File: config.mk
export PLATFORM = sky130hd
export DESIGN_NAME = mem_arbiter
export DESIGN_NICKNAME = d
export VERILOG_FILES = /design/src/rtl/mem_arbiter_pkg.sv /design/src/rtl/mem_arbiter.sv
export SDC_FILE = /design/constraint.sdc
export NUM_CORES = 1
export LEC_CHECK = 0
export CORE_UTILIZATION = 36
export CTS_BUF_LIST = sky130_fd_sc_hd__clkbuf_8
export CTS_CLUSTER_DIAMETER = 40
export CTS_CLUSTER_SIZE = 14
export DETAILED_ROUTE_END_ITERATION = 16
export GPL_ROUTABILITY_DRIVEN = 0
export GPL_TIMING_DRIVEN = 0
export PLACE_DENSITY = 0.83
export SETUP_SLACK_MARGIN = 0.05
export SLEW_MARGIN = 30
export SYNTH_ARGS = -nofsm -noshare
export SYNTH_HDL_FRONTEND = slang
export SYNTH_SLANG_ARGS = --single-unit
File: constraint.sdc
create_clock -name clk -period 3 [get_ports clk]
set_clock_uncertainty 0.2 [all_clocks]
set_input_delay 0.45 -clock clk [delete_from_list [all_inputs] [get_ports clk]]
set_output_delay 0.45 -clock clk [all_outputs]
set_load 0.02 [all_outputs]
File: src/rtl/mem_arbiter_pkg.sv
// Shared pipeline definitions: arbiter state encoding, timeout default,
// and the fetch/decode stage state types used alongside it.
package mem_arbiter_pkg;

    localparam int unsigned DEFAULT_TIMEOUT = 255;

    typedef enum logic [2:0] {
        ST_IDLE    = 3'b000,
        ST_GNT_F   = 3'b001,
        ST_GNT_D   = 3'b010,
        ST_DRAIN_F = 3'b011,
        ST_ERR     = 3'b100
    } arb_state_t;

    typedef enum logic {
        SRC_FETCH = 1'b0,
        SRC_DATA  = 1'b1
    } requester_t;

    typedef enum logic [1:0] {
        FETCH_IDLE = 2'b00,
        FETCH_REQ  = 2'b01,
        FETCH_WAIT = 2'b10
    } fetch_state_t;

    typedef enum logic [1:0] {
        DEC_IDLE  = 2'b00,
        DEC_RUN   = 2'b01,
        DEC_STALL = 2'b10
    } decode_state_t;

endpackage

File: src/rtl/mem_arbiter.sv
// Two-port (fetch/data) round-robin arbiter onto a single memory port,
// with fetch flush draining and a sticky wait-timeout error state.
module mem_arbiter
    import mem_arbiter_pkg::*;
#(
    parameter int unsigned XLEN      = 32,
    parameter int unsigned ADDR_SIZE = 32,
    parameter int unsigned TIMEOUT   = DEFAULT_TIMEOUT
) (
    input  logic                 clk,
    input  logic                 rst,

    input  logic                 f_readEn,
    input  logic [ADDR_SIZE-1:0] f_addr,
    input  logic                 f_flush,
    output logic                 f_readFin,
    output logic [XLEN-1:0]      f_rdata,

    input  logic                 d_req,
    input  logic                 d_we,
    input  logic [ADDR_SIZE-1:0] d_addr,
    input  logic [XLEN-1:0]      d_wdata,
    input  logic [XLEN/8-1:0]    d_wstrb,
    output logic                 d_fin,
    output logic [XLEN-1:0]      d_rdata,

    output logic                 mem_req,
    output logic                 mem_we,
    output logic [ADDR_SIZE-1:0] mem_addr,
    output logic [XLEN-1:0]      mem_wdata,
    output logic [XLEN/8-1:0]    mem_wstrb,
    input  logic [XLEN-1:0]      mem_rdata,
    input  logic                 mem_fin,

    output logic                 busy,
    output logic                 err
);

    localparam int unsigned CNT_W = $clog2(TIMEOUT + 1);

    arb_state_t             state, state_next;
    requester_t             last_served, last_next;
    logic [CNT_W-1:0]       wait_cnt, cnt_next;
    logic                   err_next;
    logic [ADDR_SIZE-1:0]   lat_addr, addr_next;
    logic [XLEN-1:0]        lat_wdata, wdata_next;
    logic [XLEN/8-1:0]      lat_wstrb, wstrb_next;
    logic                   lat_we, we_next;

    logic f_valid, pick_data, timeout_hit;
    logic grant_data, grant_fetch;

    // A flush cancels any fetch request raised in the same cycle.
    assign f_valid     = f_readEn && !f_flush;
    assign pick_data   = d_req && (!f_valid || last_served == SRC_FETCH);
    assign timeout_hit = (wait_cnt == CNT_W'(TIMEOUT - 1));

    always_ff @(posedge clk or negedge rst) begin
        if (!rst) begin
            state       <= ST_IDLE;
            last_served <= SRC_FETCH;
            wait_cnt    <= '0;
            err         <= 1'b0;
            lat_addr    <= '0;
            lat_wdata   <= '0;
            lat_wstrb   <= '0;
            lat_we      <= 1'b0;
        end else begin
            state       <= state_next;
            last_served <= last_next;
            wait_cnt    <= cnt_next;
            err         <= err_next;
            lat_addr    <= addr_next;
            lat_wdata   <= wdata_next;
            lat_wstrb   <= wstrb_next;
            lat_we      <= we_next;
        end
    end

    always_comb begin
        state_next  = state;
        last_next   = last_served;
        err_next    = err;
        addr_next   = lat_addr;
        wdata_next  = lat_wdata;
        wstrb_next  = lat_wstrb;
        we_next     = lat_we;
        cnt_next    = '0;
        grant_data  = 1'b0;
        grant_fetch = 1'b0;
        f_readFin   = 1'b0;
        d_fin       = 1'b0;

        unique case (state)
            ST_IDLE: begin
                grant_data  = pick_data;
                grant_fetch = f_valid && !pick_data;
            end
            ST_GNT_F: begin
                if (mem_fin) begin
                    f_readFin = !f_flush;
                    if (d_req) grant_data = 1'b1;
                    else       state_next = ST_IDLE;
                end else if (f_flush) begin
                    state_next = ST_DRAIN_F;
                end else if (timeout_hit) begin
                    state_next = ST_ERR;
                    err_next   = 1'b1;
                end
            end
            ST_GNT_D: begin
                if (mem_fin) begin
                    d_fin = 1'b1;
                    if (f_valid) grant_fetch = 1'b1;
                    else         state_next  = ST_IDLE;
                end else if (timeout_hit) begin
                    state_next = ST_ERR;
                    err_next   = 1'b1;
                end
            end
            ST_DRAIN_F: begin
                if (mem_fin) begin
                    state_next = ST_IDLE;
                end else if (timeout_hit) begin
                    state_next = ST_ERR;
                    err_next   = 1'b1;
                end
            end
            ST_ERR: begin
            end
            default: state_next = ST_IDLE;
        endcase

        if (grant_data) begin
            state_next = ST_GNT_D;
            last_next  = SRC_DATA;
            addr_next  = d_addr;
            wdata_next = d_wdata;
            wstrb_next = d_wstrb;
            we_next    = d_we;
        end else if (grant_fetch) begin
            state_next = ST_GNT_F;
            last_next  = SRC_FETCH;
            addr_next  = f_addr;
            wdata_next = '0;
            wstrb_next = '0;
            we_next    = 1'b0;
        end

        // Counter restarts on any state change, so every grant/drain entry begins at 0.
        if (state_next == state && !mem_fin && state != ST_IDLE && state != ST_ERR)
            cnt_next = wait_cnt + CNT_W'(1);
    end

    assign mem_req   = (state == ST_GNT_F) || (state == ST_GNT_D) || (state == ST_DRAIN_F);
    assign mem_we    = (state == ST_GNT_D) && lat_we;
    assign mem_addr  = lat_addr;
    assign mem_wdata = lat_wdata;
    assign mem_wstrb = lat_wstrb;
    assign busy      = (state != ST_IDLE);
    assign f_rdata   = rst ? mem_rdata : '0;
    assign d_rdata   = rst ? mem_rdata : '0;

endmodule

==> results of run 1 <==
repair_timing:
action                     in CTS  in global routing
setup endpoints to repair      25                  0
hold buffers                    5                  0
resized for setup               2                  0
hold endpoints to repair       41                  0
cells in the final DEF, fill, tap and decap left out, drive strengths merged, types with 3 or more instances in the layout:
cell           instances
xor2                   3
and2                  32
a21oi                 33
nor2b                  3
nor2                  16
nand3                  4
clkbuf                26
dfrtp                 82
clkinv                 3
xnor2                  3
clkdlybuf4s50        274
nand2                 37
a2bb2oi               32
a22o                  37
o21ai                  3
inv                    3
nor4bb                 3
buf                   47
worst max path at each step:
| stage | to | slack, ns | cells past startpoint |
|---|---|---|---|
| after floorplan | lat_we | 0.89 | 6 |
| after global placement | f_rdata[20] | -2.67 | 5 |
| after detailed placement | f_rdata[20] | -0.06 | 6 |
| after CTS | mem_addr[14] | 0.37 | 6 |
| after global routing | mem_addr[14] | 0.23 | 6 |
| final | d_fin | 0.41 | 3 |
cell families after synthesis:
group,after synthesis
AO/OA/AOI/OAI,113
AND/OR/NAND/NOR,107
buffers and inverters,61
XOR/XNOR,6
adder cells (fa/ha/maj),2
multiplexers,1
flip-flops,82
flip-flops by register name, indices dropped and copies added (netlist names):
name         flops
mem_addr        32
last_served      1
mem_wdata       32
lat_we           1
mem_wstrb        4
wait_cnt         8
state            3
err              1
worst register-to-register path, cell delays in order, from the launching register on:
cell and delay, ns:
dfrtp_1 0.37, buf_2 0.17, or2_1 0.31, a2111oi_4 0.72
clkbuf_1 0.45, a21oi_1 0.09, a2bb2oi_1 0.18
area by class of cell:
| cell class | count | area (um2) |
|---|---|---|
| Fill cell | 770 | 3260 |
| Buffer | 58 | 359 |
| Clock inverter | 6 | 90.1 |
| Sequential cell | 82 | 2050 |
| Multi-Input combinational cell | 229 | 1510 |
| Clock buffer | 10 | 138 |
| Inverter | 3 | 11.3 |
| Tap cell | 136 | 170 |
| Timing Repair Buffer | 281 | 2870 |
power breakdown:
| part | switching, mW | internal (mW) |
|---|---|---|
| logic | 1.61 | 1.61 |
| clock network | 0.400 | 0.493 |
| registers | 0.302 | 1.60 |
| total | 2.31 | 3.71 |
per-layer routing:
layer	global-route usage (%)	wire (um)	vias to the layer above	part of all wire, %
met5	0	0	-	0
li1	-	-	1876	-
met4	13.8	578	0	4.2
met1	26.8	5120	1880	37
met2	41.4	6950	199	51
met3	6.25	1020	47	7.5
metrics by stage:
stage / setup TNS (ns) / instance area, um2
2_1_floorplan: 0 / 3940
3_3_place_gp: -302.29 / 6860
3_5_place_dp: -0.202 / 6890
4_1_cts: 0 / 7200
5_1_grt: 0 / 7200
6_report: 0 / 7200
==> flow_summary.json, run 1 <==
{
  "grt_pass1_wl_mm": 21.0,
  "wirelength_mm": 13.7,
  "area_growth_pct": 83.0,
  "yosys_warnings": 0,
  "critPathKind": "reg -> out",
  "synth_top_area_share_pct": 52.1,
  "cts.htree.levels": 3,
  "placed_cells": 784,
  "required_ns": 2.35,
  "row_count": 37,
  "slowest_delay_ns": 0.65,
  "hold_depth": 1,
  "ys_top_cells_by_count": "82 x dfrtp_1, 37 x a22o_1, 37 x nand2_1, 35 x buf_4, 33 x a21oi_1",
  "clock-sinks": 82,
  "maxSlewHeadroom_pct": 49.5,
  "pre_cts_slack_ns": -0.0610,
  "fin_crit_ns": 2.59,
  "core_area_um2": 10500,
  "syn_inst": 372,
  "dp_hpwl_mm": 10.6,
  "synth_area_um2": 3940,
  "vias": 4002,
  "antenna_cells": 0,
  "path_buf_inv": 2,
  "die_area_um2": 11400,
  "initial_utilization_pct": 37.6,
  "dr.pass1.iters": 4,
  "ioPinCount": 277,
  "clk_transition_reported_paths_ns": 0.08,
  "synthXorXnorAreaFrac_pct": 1.34,
  "grt_max_degree": 42,
  "critPathTopFamily": "buffers and inverters",
  "port_buffers": 275,
  "ys_seq_area_share_pct": 52.1,
  "worst_slew_pin_slew_ns": 0.756,
  "synth.area.top_cells": "dfrtp_1 52%, a22o_1 8.2%, a2bb2oi_1 7.1%, buf_4 6.7%, and2_1 5.1%",
  "finalCritPeriodShare_pct": 86.5,
  "path_cells": "clkbuf_1 > nor4bb_1 > clkdlybuf4s50_1",
  "synth.avg_cell_area_um2": 10.6,
  "hp-class": "reg -> reg",
  "min_to": "err",
  "synth_most_common_cell": "dfrtp_1",
  "stdcell_count": 805,
  "cts_tree": "yes",
  "ant_nets": 0,
  "power.ir.vdd_worst_v": 0.000507,
  "synth_simple_gate_area_share_pct": 14.2,
  "r2r-start": "state[2]",
  "ys_ff_latch": 82,
  "overflow": 0,
  "synth_nets": 513,
  "start_kind": "flop",
  "p_leak_nw": 3.13,
  "worstSetupEndpointType": "output pin",
  "synthArstFlopShare_pct": 100,
  "ys.flop_type": "dfrtp_1",
  "status": "finished, final reports clean",
  "numCtsBuffers": 9,
  "rrSetupSlack_ns": 0.44,
  "die_h_um": 107,
  "synth-compound-area-share_pct": 22.1,
  "synth_area_leader_cell": "dfrtp_1",
  "synth_edf_count": 0,
  "startpoint": "state[1]",
  "cts.path.max_buffers": 2,
  "rsz0062_at_grt": "no",
  "finalHoldWorstSlack_ns": 0.281,
  "track_usage_pct": 24.0,
  "finalHoldViolCount": 0,
  "setup_slack_ns": 0.405,
  "setup_viol": 0,
  "drv_slew": 0,
  "regToRegEndpoint": "mem_addr[14]",
  "wire_per_inst_um": 17.0,
  "cts_setup_buffers": 0,
  "drt_iter0_markers": 203,
  "synthMuxAreaShare_pct": 0.254,
  "via_per_inst": 4.97,
  "hp-start": "err",
  "drcViolationCount": 0,
  "ctsRootBufferMaster": "clkbuf_8",
  "insertion_delay_ns": 0.34,
  "die_x_um": 107,
  "cp_max_fo": 10,
  "final_util_pct": 68.8,
  "crit_path_top_delay_cell": "clkdlybuf4s50_1",
  "grt_pass1_vias": 4186,
  "p_per_area_nw_per_um2": 836,
  "antenna_found_initial": 0,
  "synth_top_family_by_area": "compound AO/OA/AOI/OAI gates",
  "synth_cell_type_count": 36,
  "max_cap_violations": 0,
  "r2r_cells": 6,
  "total_power_mw": 6.02,
  "arrival_ns": 1.94,
  "maxClockFrequency_ghz": 0.385,
  "synthAdderAreaFrac_pct": 0.636,
  "nets": 805,
  "final_layout_size_suffix_gt1_share_pct": 10.2
}
Note: power is estimated with default switching activity, not from simulation.
==> inputs of run 2 (changes only) <==
CTS_CLUSTER_DIAMETER = 80   (was 40)
SETUP_SLACK_MARGIN = 0.15   (was 0.05)
==> run 2 against run 1 <==
Sequential cell count unchanged. Sequential share of layout area decreased by 0.074 points. Routed wire length about the same. Die area unchanged. Largest cell class unchanged.
==> flow_summary.json, run 2 (same netlist as run 1, synthesis figures left out) <==
{
  "status": "finished, final reports clean",
  "wirelength_mm": 13.7,
  "final_common_cell": "clkdlybuf4s50_1",
  "dp_hpwl_mm": 10.6,
  "drt_iter0_markers": 194,
  "ant_nets": 0,
  "stdcell_count": 806,
  "drv_slew": 0,
  "grt_max_degree": 42,
  "wire_per_inst_um": 17.0,
  "max_cap_violations": 0,
  "die_area_um2": 11400,
  "die_h_um": 107,
  "overflow": 0,
  "placed_cells": 784,
  "setup_slack_ns": 0.408,
  "grt_pass1_vias": 4166,
  "maxSlewHeadroom_pct": 49.8,
  "antenna_cells": 0,
  "antenna_found_initial": 0,
  "drcViolationCount": 0,
  "grt_pass1_wl_mm": 21.1,
  "area_growth_pct": 83.4,
  "power.ir.vdd_worst_v": 0.000507,
  "ctsRootBufferMaster": "clkbuf_8",
  "final_layout_size_suffix_gt1_share_pct": 10.4,
  "worst_slew_pin_slew_ns": 0.752,
  "clock-sinks": 82,
  "numCtsBuffers": 9,
  "rsz0062_at_grt": "no",
  "pre_cts_slack_ns": -0.0610,
  "start_kind": "flop",
  "fillers": 770,
  "dr.pass1.iters": 6,
  "clk_transition_reported_paths_ns": 0.08,
  "row_count": 37,
  "cts.htree.levels": 3,
  "nets": 806,
  "vias": 4010,
  "setup_viol": 0,
  "cp_max_fo": 10,
  "arrival_ns": 1.94,
  "via_per_inst": 4.98,
  "finalCritPeriodShare_pct": 86.4,
  "required_ns": 2.35,
  "insertion_delay_ns": 0.34,
  "p_leak_nw": 3.14,
  "track_usage_pct": 24.0,
  "critPathKind": "reg -> out",
  "final_cell_mix": "274 x clkdlybuf4s50_1, 82 x dfrtp_1, 37 x nand2_1, 37 x a22o_1, 35 x buf_4",
  "die_x_um": 107,
  "post_dp_cell_area_um2": 6890,
  "final_util_pct": 69.0,
  "port_buffers": 275,
  "maxClockFrequency_ghz": 0.386,
  "ioPinCount": 277,
  "core_area_um2": 10500,
  "worstSetupEndpointType": "output pin",
  "final_area_um2": 7220,
  "fin_crit_ns": 2.59,
  "hp-class": "in -> async",
  "cts.path.max_buffers": 2,
  "cts_tree": "yes",
  "finalHoldViolCount": 0,
  "p_per_area_nw_per_um2": 835,
  "initial_utilization_pct": 37.6
}
## run 2: changes by cell type in the layout (fill, tap and decap cells not counted), sizes merged
cell    change
bufbuf      +1
## run 2: timing repair
| action | CTS | global route |
|---|---|---|
| endpoints found under the hold margin | 41 | 0 |
| buffers inserted | 0 | 0 |
| hold buffers | 5 | 0 |
| setup endpoints to repair | 59 | 0 |
| gates resized for setup | 3 | 0 |
## run 2: stage by stage
stage | power, mW | setup TNS [ns] | hold WS [ns]
2_1_floorplan | 3.54 | 0 | -0.0456
3_3_place_gp | 5.06 | -302.29 | 0.257
3_5_place_dp | 5.14 | -0.202 | 0.184
4_1_cts | 6.07 | 0 | 0.285
5_1_grt | 6.36 | 0 | 0.0933
6_report | 6.03 | 0 | 0.0652
## run 2: per-layer routing
layer / wire, um / GRT usage [%] / vias to the layer above
li1: - / - / 1878
met1: 5130 / 26.7 / 1890
met2: 6940 / 42.0 / 196
met3: 1040 / 6.19 / 46
met4: 572 / 12.9 / 0
met5: 0 / 0 / -
## run 2: final cells by class
cell class                      instances  area [um2]  share of cell area [%]
Timing Repair Buffer                  282        2880                    39.9
Sequential cell                        82        2050                    28.4
Buffer                                 58         360                    4.99
Clock inverter                          6        90.1                    1.25
Tap cell                              136         170                    2.36
Inverter                                3        11.3                   0.156
Multi-Input combinational cell        229        1510                    21.0
Clock buffer                           10         138                    1.91
## run 2: power by group
| group | leakage [nW] | switching (mW) | internal, mW | total, mW |
|---|---|---|---|---|
| clock | 0.112 | 0.403 | 0.493 | 0.895 |
| combinational | 2.02 | 1.61 | 1.62 | 3.23 |
| sequential | 1.01 | 0.303 | 1.60 | 1.90 |
## run 2: critical path, cell delays in order (launching register included)
cell and delay [ns]:
dfrtp_1 0.35, clkbuf_1 0.29, nor4bb_1 0.30, clkdlybuf4s50_1 0.65
## run 2: final timing paths
check                      startpoint            to  slack, ns  cells after the start
min in group clk                  err           err       0.28                      1
hold reg to reg                   err           err       0.28                      1
hold / removal                    rst  mem_addr[14]       0.07                      3
setup / recovery             state[1]         d_fin       0.41                      3
max in group asynchronous         rst  mem_wdata[1]       1.83                      4
setup reg to reg             state[2]  mem_addr[14]       0.44                      6
